**config.mk**
```make
export PLATFORM = sky130hd
export DESIGN_NAME = key_event_decoder
export DESIGN_NICKNAME = d
export VERILOG_FILES = /design/src/rtl/key_event_decoder_pkg.sv /design/src/rtl/key_event_decoder.sv
export SDC_FILE = /design/constraint.sdc
export NUM_CORES = 1
export LEC_CHECK = 0
export CAP_MARGIN = 20
export CORE_ASPECT_RATIO = 0.6
export CORE_MARGIN = 2
export CORE_UTILIZATION = 35
export CTS_CLUSTER_SIZE = 24
export DETAILED_ROUTE_END_ITERATION = 7
export PLACE_DENSITY_LB_ADDON = 0.15
export SYNTH_ARGS = -nofsm -noshare
export SYNTH_HDL_FRONTEND = slang
export SYNTH_SLANG_ARGS = --single-unit
```
**constraint.sdc**
```tcl
create_clock -name clk -period 4.8 [get_ports clk]
set_input_delay 1.2 -clock clk [delete_from_list [all_inputs] [get_ports clk]]
set_output_delay 1.2 -clock clk [all_outputs]
set_load 0.005 [all_outputs]
```
**src/rtl/key_event_decoder_pkg.sv**
```systemverilog
// Shared definitions for the button gesture decoder: state encoding and event bit layout.
package key_event_decoder_pkg;

  typedef enum logic [2:0] {
    ST_IDLE  = 3'd0,
    ST_HELD  = 3'd1,
    ST_LONG  = 3'd2,
    ST_WAIT2 = 3'd3,
    ST_HELD2 = 3'd4
  } key_state_e;

  // Event bit indices as consumed by the fan control FSM
  localparam int unsigned EVT_SHORT  = 0;
  localparam int unsigned EVT_LONG   = 1;
  localparam int unsigned EVT_REPEAT = 2;
  localparam int unsigned EVT_DOUBLE = 3;
  localparam int unsigned EVT_W      = 4;

  typedef struct packed {
    logic dbl_evt;
    logic rpt_evt;
    logic lng_evt;
    logic shrt_evt;
  } key_evt_t;

endpackage

```
**src/rtl/key_event_decoder.sv**
```systemverilog
// Classifies debounced button activity into short/long/repeat/double one-cycle event pulses.
// One instance per button; a single shared counter times every phase of the gesture.
module key_event_decoder
  import key_event_decoder_pkg::*;
#(
  parameter int unsigned CNT_W        = 16,
  parameter int unsigned LONG_TICKS   = 1000,
  parameter int unsigned REPEAT_TICKS = 200,
  parameter int unsigned DCLICK_TICKS = 300
) (
  input  logic clk,
  input  logic reset,
  input  logic stable_flag,
  input  logic press,
  output logic short_evt,
  output logic long_evt,
  output logic repeat_evt,
  output logic double_evt,
  output logic busy
);

  localparam logic [63:0] TICK_MAX = (64'd1 << CNT_W) - 64'd1;

  if (CNT_W < 2 || CNT_W > 32) begin : g_bad_cnt_w
    $error("key_event_decoder: CNT_W out of range");
  end
  if (LONG_TICKS < 2 || 64'(LONG_TICKS) > TICK_MAX) begin : g_bad_long
    $error("key_event_decoder: LONG_TICKS out of range");
  end
  if (REPEAT_TICKS < 2 || 64'(REPEAT_TICKS) > TICK_MAX) begin : g_bad_repeat
    $error("key_event_decoder: REPEAT_TICKS out of range");
  end
  if (DCLICK_TICKS < 2 || 64'(DCLICK_TICKS) > TICK_MAX) begin : g_bad_dclick
    $error("key_event_decoder: DCLICK_TICKS out of range");
  end

  localparam logic [CNT_W-1:0] LONG_LAST   = CNT_W'(LONG_TICKS - 1);
  localparam logic [CNT_W-1:0] REPEAT_LAST = CNT_W'(REPEAT_TICKS - 1);
  localparam logic [CNT_W-1:0] DCLICK_LAST = CNT_W'(DCLICK_TICKS - 1);

  key_state_e       state_q, state_d;
  logic [CNT_W-1:0] cnt_q, cnt_d;
  key_evt_t         evt_q, evt_d;
  logic             busy_q;

  // Next state, next count and next event pulses; release always beats a terminal count
  always_comb begin
    state_d = state_q;
    cnt_d   = cnt_q + CNT_W'(1);
    evt_d   = '0;
    unique case (state_q)
      ST_IDLE: begin
        cnt_d = '0;
        if (press) state_d = ST_HELD;
      end
      ST_HELD: begin
        if (!stable_flag) begin
          state_d = ST_WAIT2;
          cnt_d   = '0;
        end else if (cnt_q == LONG_LAST) begin
          state_d       = ST_LONG;
          cnt_d         = '0;
          evt_d.lng_evt = 1'b1;
        end
      end
      ST_LONG: begin
        if (!stable_flag) begin
          state_d = ST_IDLE;
          cnt_d   = '0;
        end else if (cnt_q == REPEAT_LAST) begin
          cnt_d         = '0;
          evt_d.rpt_evt = 1'b1;
        end
      end
      ST_WAIT2: begin
        if (press) begin
          state_d = ST_HELD2;
          cnt_d   = '0;
        end else if (cnt_q == DCLICK_LAST) begin
          state_d        = ST_IDLE;
          cnt_d          = '0;
          evt_d.shrt_evt = 1'b1;
        end
      end
      ST_HELD2: begin
        if (!stable_flag) begin
          state_d       = ST_IDLE;
          cnt_d         = '0;
          evt_d.dbl_evt = 1'b1;
        end else if (cnt_q == LONG_LAST) begin
          // First click completed as a short, second click became a long hold
          state_d        = ST_LONG;
          cnt_d          = '0;
          evt_d.shrt_evt = 1'b1;
          evt_d.lng_evt  = 1'b1;
        end
      end
      default: begin
        state_d = ST_IDLE;
        cnt_d   = '0;
      end
    endcase
  end

  // State, counter and all outputs are registered together
  always_ff @(posedge clk or posedge reset) begin
    if (reset) begin
      state_q <= ST_IDLE;
      cnt_q   <= '0;
      evt_q   <= '0;
      busy_q  <= 1'b0;
    end else begin
      state_q <= state_d;
      cnt_q   <= cnt_d;
      evt_q   <= evt_d;
      busy_q  <= (state_d != ST_IDLE);
    end
  end

  assign short_evt  = evt_q.shrt_evt;
  assign long_evt   = evt_q.lng_evt;
  assign repeat_evt = evt_q.rpt_evt;
  assign double_evt = evt_q.dbl_evt;
  assign busy       = busy_q;

endmodule

```
==> impl_results.md <==
- Syn Inst Count: between 100 and 150
- Worst-skew pair later-pin latency: 0.26 ns
- Drt total wl: 2.949 mm
- Critical Path Source Type: primary input
- HPWL Detailed: 2.079 mm
- Diode count: 0
- Row cnt: 17
- Seq/Total Area, Yosys: a little over two fifths
- CP startpoint: stable_flag
- Clock power share: 21.1%
- Post CTS Setup Buffer Count: 0
- Largest cells by area after synthesis: dfrtp_1, a21oi_2, xnor2_1
- Via/cell ratio: approximately 5.5
- Synth area leader: dfrtp_1
- Share of the synthesized area in the top cell type: 43.44%
- CTS Hold Bufs: 0
- Hold Crit Class: reg -> reg
- Fin nets: between 100 and 150
- All-layer global routing usage: roughly 14%
- Power per cell area: 353.7 nW/um^2
- Initial core utilization: 37.14%
- Static leakage: between 0.5 and 0.6 nW
- Largest net degree at the start of global routing: 25
- CTS tree: done
- Worst r2r src: cnt_q[0]
- Worst R2R End: cnt_q[15]
- CTS Buffer Depth: 2
- RSZ-0062 raised after global routing: no
- Gp weighted congestion: ~0.8
- Rel. slew slack: between 40% and 50%
- Tcrit/Tclk final: between 50 and 60%
- Main synth FF type: dfrtp_1
- DIE AREA: between 4000 and 5000 um^2
- CP max FO: 16
- Sequential share of power: roughly half
- Asr flop ratio synth: between 90% and 100%
- # port buffers: 8
- TritonCTS buffer count: 3
- Fill cell count: roughly 360
- Avg Synthesized Cell Area: slightly above 10 um^2
- Final Hold Viols: 0
- Final Critical Period: 2.633 ns
- VDD IR-drop max: between 0.2 and 0.3 mV
- Area Growth Syn to Fin: 9.774%
- Comb power frac: 29.8%
- DRC violations left: 0
- Synth Cell Area: between 1000 and 1500 um^2
- Worst Path Required: 4.91 ns
- Switch share: between 30% and 40%
- Worst-margin pin slew: ~0.90 ns
- Worst setup path endpoint: cnt_q[15]
- ANT nets after route: 0
- Fin Clk Skew: 0.004445 ns
- Drt initial violations: 63
- Share of cells above drive strength 1: 15.00%
- R2R Setup Slk: approximately 2.6 ns
- Reg2Reg Depth: 5
- Placed Area: 1476 um^2
- Final setup violation count: 0
- Core Footprint: 3722 um^2
- Arrival @ worst endpoint: between 2 and 3 ns
- Dpl cells: around 180
- Seq cells post-synth: 24
- Non-filler cells, final: roughly 190
- Most frequent cell after synthesis: dfrtp_1
- Reg clk slew, reported paths: 0.08 ns
- Max Cap Viol: 0
- Distinct cells, synth: 39
- GRT Residual Overflow: 0
- Slew Viols, Final: 0
- Via count: between 1000 and 1500
- Internal: approximately 340 uW
- Synth top cells by count: dfrtp_1, a21oi_2, nand3_1
- Die X-Extent: around 85 um
- Post-synth EDFFs: 0
- CTS H-tree depth: 1
- YS warnings: 0
- TritonRoute pass-1 iters: 4
- Final Instance Area: 1518 um^2
- Setup_tns: 0 ns
- FMAX: between 300 and 400 MHz
- CTS root buffer: clkbuf_8
- DR WL/cell: approximately 16 um
- Initial antenna violation count: 0
- I/O Pins: 9
- Crit. End Element: flop
- Die H: ~53 um
- CTS Sinks: 24
- Status: finished clean
- CTS resizes: 0
- WS Path Type: in -> reg
- Number of global-route vias before repair: between 900 and 1000
- First-pass GRT wire length: ~5 mm
- Sw Pwr: between 150 and 200 uW
- Syn nets: 140
## registers in the layout, summed over array words and instances (netlist names)
signal	flops
double_evt	1
busy	1
long_evt	1
repeat_evt	1
cnt_q	16
short_evt	1
state_q	3
## per-layer routing
layer | vias to the layer above | part of all wire [%] | global-route usage, %
met2 | 13 | 41 | 19.92
met5 | - | 0 | 0
met1 | 515 | 56 | 21.72
li1 | 506 | - | -
met4 | 0 | 0.68 | 3.175
met3 | 2 | 2.4 | 3.307
## power by group through the flow
stage          sequential [mW]  clock (mW)  combinational [mW]
2_1_floorplan            0.243           0               0.153
3_3_place_gp             0.262           0               0.157
3_5_place_dp             0.265           0               0.161
4_1_cts                  0.262       0.120               0.161
5_1_grt                  0.267       0.131               0.179
6_report                 0.264       0.113               0.160
## layout by cell type, fill, tap and decap left out, types with 2 or more instances in the layout
master / count
a21oi_1: 5
a21oi_2: 10
a22oi_1: 2
a31o_2: 2
and3_1: 3
and4b_1: 3
clkbuf_8: 3
clkdlybuf4s50_1: 8
dfrtp_1: 24
inv_1: 6
nand2_1: 7
nand3_1: 8
nand4_1: 7
nor2_1: 5
nor2b_1: 2
nor3_1: 6
nor3b_1: 2
nor4_1: 3
o21ai_0: 4
o31ai_1: 2
or3_1: 2
xnor2_1: 7
xor2_1: 6
## cell type report
class,instances,area (um^2),share of cell area (%)
tap,47,58.81,3.875
sequential,24,600.6,39.57
multi-input combinational,99,714.4,47.07
timing repair buffer,8,80.08,5.276
clock buffer,3,41.29,2.721
inverter,6,22.52,1.484
## critical path, cell delays in order
cell and delay [ns]:
clkdlybuf4s50_1 0.53, nand2b_1 0.20, nor3_1 0.09, a22oi_4 0.53, a22oi_1 0.19
## worst min path at each step
| stage | startpoint | endpoint | slack [ns] | cells after the start |
|---|---|---|---|---|
| 6_report | cnt_q[0] | cnt_q[0] | 0.55 | 1 |
| 5_1_grt | cnt_q[0] | cnt_q[0] | 0.59 | 1 |
| 4_1_cts | cnt_q[0] | cnt_q[0] | 0.55 | 1 |
| 3_5_place_dp | cnt_q[0] | cnt_q[0] | 0.54 | 1 |
| 3_3_place_gp | cnt_q[0] | cnt_q[0] | 0.52 | 1 |
| 2_1_floorplan | cnt_q[0] | cnt_q[0] | 0.48 | 1 |
## kinds of logic (layout without fill, tap and decap cells)
group	count (synthesis)	in the layout	synth area share, %
flops	24	24	43.44
buf+inv	12	17	4.886
simple gates	54	54	25.25
compound gates	31	31	17.28
xor+xnor	13	13	8.235
fa+ha+maj	1	1	0.9048
## stage by stage
| step | hold WS [ns] | total power [mW] | setup WS (ns) | utilization (%) |
|---|---|---|---|---|
| after floorplan | 0.4769 | 0.3962 | 2.787 | - |
| after global placement | 0.5166 | 0.4192 | 1.970 | 39.66 |
| after detailed placement | 0.5408 | 0.4262 | 1.898 | 39.66 |
| after CTS | 0.5535 | 0.5431 | 2.173 | 40.77 |
| after global routing | 0.5870 | 0.5765 | 2.096 | 40.77 |
| final | 0.5514 | 0.5368 | 2.167 | 40.77 |
Power figures use the tool's default switching activity.
